[config.mk]
export PLATFORM = sky130hd
export DESIGN_NAME = id_ex_hazard_controller
export DESIGN_NICKNAME = d
export VERILOG_FILES = /design/src/rtl/pipeline_ctrl_pkg.sv /design/src/rtl/id_ex_hazard_controller.sv
export SDC_FILE = /design/constraint.sdc
export NUM_CORES = 1
export LEC_CHECK = 0
export CORE_AREA = 8 8 45 47
export CTS_CLUSTER_SIZE = 40
export DETAILED_ROUTE_END_ITERATION = 6
export DIE_AREA = 0 0 53 55
export HOLD_SLACK_MARGIN = 0.08
export PLACE_DENSITY_LB_ADDON = 0.25
export SKIP_CTS_REPAIR_TIMING = 1
export SYNTH_ARGS = -nofsm -noshare
export SYNTH_HDL_FRONTEND = slang
export SYNTH_SLANG_ARGS = --single-unit
[constraint.sdc]
create_clock -name clk -period 1.72 [get_ports clk]
set_input_delay 0.172 -clock clk [delete_from_list [all_inputs] [get_ports clk]]
set_output_delay 0.172 -clock clk [all_outputs]
set_load 0.05 [all_outputs]
[src/rtl/pipeline_ctrl_pkg.sv]
// Shared pipeline-control types: hazard FSM states and register constants.
package pipeline_ctrl_pkg;

  typedef enum logic [1:0] {
    RUN,
    FLUSH,
    MEM_WAIT
  } hazard_state_t;

  localparam logic [4:0] REG_ZERO = 5'd0;

endpackage

[src/rtl/id_ex_hazard_controller.sv]
// ID/EX hazard control: load-use stalls, redirect flushes, data-RAM freezes.
// Optional performance counters enabled by defining STALL_COUNTER_EN.
module id_ex_hazard_controller
  import pipeline_ctrl_pkg::*;
#(
  parameter int BRANCH_FLUSH_CYCLES = 1,
  parameter int STALL_CNT_WIDTH     = 32
) (
  input  logic       clk,
  input  logic       reset,
  input  logic [4:0] id_rs1_address,
  input  logic [4:0] id_rs2_address,
  input  logic       id_rs1_used,
  input  logic       id_rs2_used,
  input  logic [4:0] ex_rd_address,
  input  logic       ex_reg_wren,
  input  logic       ex_load,
  input  logic       ex_branch_taken,
  input  logic       mem_busy,
  output logic       pc_wren,
  output logic       if_id_wren,
  output logic       if_id_flush,
  output logic       id_ex_wren,
`ifdef STALL_COUNTER_EN
  output logic       id_ex_bubble,
  output logic [STALL_CNT_WIDTH-1:0] stall_cycles,
  output logic [STALL_CNT_WIDTH-1:0] flush_cycles
`else
  output logic       id_ex_bubble
`endif
);

  localparam int CW = $clog2(BRANCH_FLUSH_CYCLES + 1);

  hazard_state_t state, state_nx;
  logic [CW-1:0] flush_cnt, flush_cnt_nx;

  logic rs1_hit, rs2_hit, load_use;
  logic in_flush;
  logic sel_flush, sel_redir, sel_lu;

  assign rs1_hit = id_rs1_used && (id_rs1_address == ex_rd_address);
  assign rs2_hit = id_rs2_used && (id_rs2_address == ex_rd_address);

  assign load_use = ex_load && ex_reg_wren &&
                    (ex_rd_address != REG_ZERO) &&
                    (rs1_hit || rs2_hit);

  // A freeze leaves flush_cnt intact, so a non-zero count means a pending flush.
  assign in_flush = (state != RUN) && (flush_cnt != '0);

  assign sel_flush = !mem_busy && in_flush;
  assign sel_redir = !mem_busy && !in_flush && ex_branch_taken;
  assign sel_lu    = !mem_busy && !in_flush && !ex_branch_taken &&
                     load_use;

  always_comb begin
    pc_wren      = 1'b1;
    if_id_wren   = 1'b1;
    if_id_flush  = 1'b0;
    id_ex_wren   = 1'b1;
    id_ex_bubble = 1'b0;
    state_nx     = RUN;
    flush_cnt_nx = flush_cnt;
    if (reset) begin
      pc_wren      = 1'b0;
      if_id_wren   = 1'b0;
      id_ex_wren   = 1'b0;
      if_id_flush  = 1'b1;
      id_ex_bubble = 1'b1;
    end else if (mem_busy) begin
      pc_wren    = 1'b0;
      if_id_wren = 1'b0;
      id_ex_wren = 1'b0;
      state_nx   = MEM_WAIT;
    end else if (sel_flush) begin
      if_id_flush  = 1'b1;
      id_ex_bubble = 1'b1;
      flush_cnt_nx = flush_cnt - 1'b1;
      state_nx     = (flush_cnt == CW'(1)) ? RUN : FLUSH;
    end else if (sel_redir) begin
      if_id_flush  = 1'b1;
      id_ex_bubble = 1'b1;
      flush_cnt_nx = CW'(BRANCH_FLUSH_CYCLES - 1);
      state_nx     = (BRANCH_FLUSH_CYCLES > 1) ? FLUSH : RUN;
    end else if (sel_lu) begin
      pc_wren      = 1'b0;
      if_id_wren   = 1'b0;
      id_ex_bubble = 1'b1;
    end
  end

  always_ff @(posedge clk or posedge reset) begin
    if (reset) begin
      state     <= RUN;
      flush_cnt <= '0;
    end else begin
      state     <= state_nx;
      flush_cnt <= flush_cnt_nx;
    end
  end

`ifdef STALL_COUNTER_EN
  always_ff @(posedge clk or posedge reset) begin
    if (reset) begin
      stall_cycles <= '0;
      flush_cycles <= '0;
    end else begin
      if (sel_lu)
        stall_cycles <= stall_cycles + 1'b1;
      if (sel_flush || sel_redir)
        flush_cycles <= flush_cycles + 1'b1;
    end
  end
`else
  localparam int unused_cnt_width = STALL_CNT_WIDTH;
`endif

endmodule

# == Yosys cells after proc, flatten, opt, wreduce, memory -nomap -nowiden ==
# Cells that the tools add are included.
# word_totals
reg_bits,3
inputBits,23
out_inout_bits,5
wordCells,48
# classes
add_sub_neg,1
eq_ne,2
muxes,22
n_bitwise,2
reduce_logical,19
# ops
op,n
$mux W1,20
$logic_and A1 B1 Y1,11
$eq A5 B5 Y1,2
$reduce_bool A5 Y1,1
$mux W2,2
$reduce_bool A2 Y1,2
$logic_not A1 Y1,3
$reduce_and A3 Y1,1
$not A1 Y1,2
$logic_or A1 B1 Y1,1
$sub A1 B1 Y1 const B,1

# == Depth between registers and ports, before layout ==
# logic_depth
ltp_word,11
depth_mapped,5

# == Worst setup path before layout ==
# No wires, ideal clock.
# synth_path
path_kind,input-to-output
from,in ex_rd_address[3]
to,out id_ex_bubble
t_arrival_ns,2.320
path_slack_ns,-0.772
path_stages,4
path_buffers,0
cell_sequence,xor2_1 -> nor4_2 -> a32oi_1 -> o41ai_1
# synth_via
elab_chain_cells,10
word_cells_on_any_way,14
cone_classes,eq/ne (2); mux (5); reduce/logical (7)
# synth_lines
element,line_no,text
start: declaration,id_ex_hazard_controller.sv:15,"input logic [4:0] ex_rd_address,"
"$eq A5 B5 Y1, on equally long branches","id_ex_hazard_controller.sv:42, id_ex_hazard_controller.sv:43",
"$logic_and A1 B1 Y1, on equally long branches","id_ex_hazard_controller.sv:42, id_ex_hazard_controller.sv:43",
$logic_or A1 B1 Y1,id_ex_hazard_controller.sv:47,(rs1_hit || rs2_hit);
$logic_and A1 B1 Y1 (*),id_ex_hazard_controller.sv:46,(ex_rd_address != REG_ZERO) &&
$logic_and A1 B1 Y1 (*),id_ex_hazard_controller.sv:54,assign sel_lu = !mem_busy && !in_flush && !ex_branch_taken &&
$mux W1 (*),id_ex_hazard_controller.sv:86,end else if (sel_lu) begin
$mux W1 (*),id_ex_hazard_controller.sv:81,end else if (sel_redir) begin
$mux W1 (*),id_ex_hazard_controller.sv:76,end else if (sel_flush) begin
$mux W1 (*),id_ex_hazard_controller.sv:71,end else if (mem_busy) begin
$mux W1 (*),id_ex_hazard_controller.sv:65,if (reset) begin
end: declaration,id_ex_hazard_controller.sv:29,output logic id_ex_bubble
# Mark *: on every way between the ends. The rest lies on a longest branch, timed or not.

# == Worst setup path after layout ==
# layout_path
from,in id_rs2_address[2]
to,out if_id_wren
# layout_via
elab_chain_cells,10
# layout_lines
element,line_no,text
start: declaration,id_ex_hazard_controller.sv:12,"input logic [4:0] id_rs2_address,"
$eq A5 B5 Y1,id_ex_hazard_controller.sv:43,assign rs2_hit = id_rs2_used && (id_rs2_address == ex_rd_address);
$logic_and A1 B1 Y1,id_ex_hazard_controller.sv:43,
$logic_or A1 B1 Y1,id_ex_hazard_controller.sv:47,
$logic_and A1 B1 Y1,id_ex_hazard_controller.sv:46,
$logic_and A1 B1 Y1,id_ex_hazard_controller.sv:54,
$mux W1,id_ex_hazard_controller.sv:86,
$mux W1,id_ex_hazard_controller.sv:81,
$mux W1,id_ex_hazard_controller.sv:76,
$mux W1,id_ex_hazard_controller.sv:71,
$mux W1,id_ex_hazard_controller.sv:65,
end: declaration,id_ex_hazard_controller.sv:21,"output logic if_id_wren,"
# No other way between the ends.

==> results.ini <==
[run_status]
status = finished, violations left
failed_checks = setup timing

[layout]
post-route-util_pct = 55.5
area_used_by_sequential_logic_in_the_layout_um2 = 75.1
post_route_cells_drive_above_1_share_pct = 45.1
n_antenna_cell = 0
layout.cells.most_common_list = sky130_fd_sc_hd__dlymetal6s2s_1, sky130_fd_sc_hd__xor2_1, sky130_fd_sc_hd__clkdlybuf4s50_1, sky130_fd_sc_hd__buf_4
final_common_cell = sky130_fd_sc_hd__dlymetal6s2s_1
final_net_count = 95
area_delta_synth_final_pct = 168
multiInputGateArea_um2 = 254
layout.filler_cells = 133

[clocking]
cts-buffers-inserted = 3
total_clock_sinks = 3
cts_tree = built
clock_path_buffers = 2
ctsHtreeMaxLevel = 1
clock_latency_ns = 0.24
clk_transition_reported_paths_ns = 0.04
clock_tree.root_cell = sky130_fd_sc_hd__clkbuf_4

[route]
dr_total_vias = 400
drt_drc_violations_left = 0
avgRoutedWirePerCell_um = 15.3
routed_wl_mm = 1.33
route.antenna.remaining_nets = 0
drt-pass1-iter-count = 1
via_per_inst = 4.60
drt_iter0_drc = 0

[power]
power.leakage_nw = 0.403
pwr_density_cell_nw_per_um2 = 484
power.ir.vdd_worst_uv = 429
design_power_total_w = 0.000372

[setup_path]
critical-path-max-stage-delay_ns = 0.52
required_time_of_the_critical_path_ns = 1.55
worst-endpoint-arrival_ns = 1.64
setup.worst_path.class = input port to output port
end_kind = output port
critical_path_cell_by_cell = buf_6, xor2_2, nor4_2, a32oi_2, o41a_1, buf_12
critical_path.startpoint_type = input port
crit_path_top_delay_cell = sky130_fd_sc_hd__o41a_1
timing.critical_path.fanout_max = 2

[sta]
postLayoutSetupSlackWorst_ns = -0.0875
number_of_failing_setup_endpoints_in_the_final_timing_report = 3
clock-skew-final_ns = 0.00353
finalHoldViolCount = 0
maxSlewViolCount = 0
final.min_clock_period_ns = 1.81
clock.fmax_mhz = 553
fin_crit_sh_pct = 105
grt_setup_unrepaired = yes
timing.hold.ws_ns = 0.264

[logic_synthesis]
mappedNetlistArea_um2 = 287
postSynth.topFlopCell = sky130_fd_sc_hd__dfrtp_1
yosysTopAreaCellShare_pct = 26.2
edff_count_synth = 0
postSynthRegisterBits = 3
synth_seq_area_share_pct = 26.2
synth_nets = 56
async_reset_ff_share_pct = 100
leading_cell_types_by_total_area_after_synthesis = sky130_fd_sc_hd__dfrtp_1, sky130_fd_sc_hd__xor2_1, sky130_fd_sc_hd__xnor2_1, sky130_fd_sc_hd__nor4_2, sky130_fd_sc_hd__inv_1
synth_warnings = 0
syn_area_per_cell_um2 = 8.68
post_synth_inst_count = 33
yosys.area.top_type = sky130_fd_sc_hd__dfrtp_1
yosys.cell_types.count = 19

[floorplan]
die_height_um = 55
design.die.area_um2 = 2920
rows = 14
floorplan.die.width_um = 53
coreArea_um2 = 1380
initial_standard_cell_utilization_of_the_core_pct = 20.7
io-pin-count = 28

[place]
gp_congestion = 0.807
placement.io_buffers = 27
hpwlAfterDp_mm = 1.06

[run]
max-cap-violations = 0

[grt]
wire_length_of_the_first_global_routing_pass_mm = 1.97
gr-total-overflow = 0
grt_max_degree = 5
grtUsageTotal_pct = 9.57
first_global_vias = 428
number_of_antenna_violations_at_the_first_check_in_global_routing = 0

[worst_hold_path]
hold_path_class = input port to async pin

[cell usage after synthesis (2+ instances only)]
cell,count
sky130_fd_sc_hd__inv_1,3
sky130_fd_sc_hd__xnor2_1,2
sky130_fd_sc_hd__dfrtp_1,3
sky130_fd_sc_hd__xor2_1,8
sky130_fd_sc_hd__nor2_1,3
[cell families (layout without fill, tap and decap cells)]
group	after synthesis	in the layout	synth area share (%)
xor+xnor	10	10	30.6
simple gates	9	9	19.2
compound gates	6	6	16.2
buf+inv	4	42	6.55
flops	3	3	26.2
other cells	1	1	1.31
[state kept, by name, indices dropped and copies added, names as in the netlist]
signal / flops
flush_cnt: 1
state: 2
[critical path: cells and delay by family]
kind,cells,cell delay (ns)
compound gates,2,0.70
buf+inv,2,0.29
simple gates,1,0.32
xor+xnor,1,0.16
[cell type report]
| type | instances | share of cell area (%) |
|---|---|---|
| clock buffer | 4 | 3.42 |
| inverter | 3 | 1.47 |
| multi-input combinational | 26 | 33.1 |
| sequential | 3 | 9.77 |
| tap | 16 | 2.61 |
| timing repair buffer | 35 | 49.7 |
[power breakdown]
group	internal, W	total [W]	switching, W
registers	0.0000734	0.0000741	0.000000699
clock network	0.0000870	0.000125	0.0000382
logic	0.0000954	0.000173	0.0000773
total	0.000256	0.000372	0.000116
[per-stage QoR]
stage               cell area [um^2]  std cells  setup TNS [ns]  setup slack, ns
floorplan                        297         33          -0.190           -0.109
global placement                 667         80          -0.968           -0.352
detailed placement               667         80           -1.05           -0.378
CTS                              693         84           -1.12           -0.394
global route                     768         87          -0.375           -0.147
finish                           768         87          -0.185          -0.0875
[layer usage]
layer | global-route usage, % | routed length (um)
met5 | 0 | 0
met4 | 9.05 | 35
met3 | 5.61 | 235
met2 | 14.1 | 602
met1 | 9.30 | 460
[path summary, 6_finish.rpt]
check                      depth (start not counted)  slack [ns]         startpoint         end
max in group asynchronous                          2        1.32              reset    state[1]
min                                                2        0.26              reset    state[0]
max reg2reg                                        5        0.60           state[0]   flush_cnt
max                                                6       -0.09  id_rs2_address[2]  if_id_wren
min in group clk                                   1        0.53          flush_cnt   flush_cnt
min reg2reg                                        1        0.53          flush_cnt   flush_cnt
No activity file was read; power rests on OpenSTA's default activity.
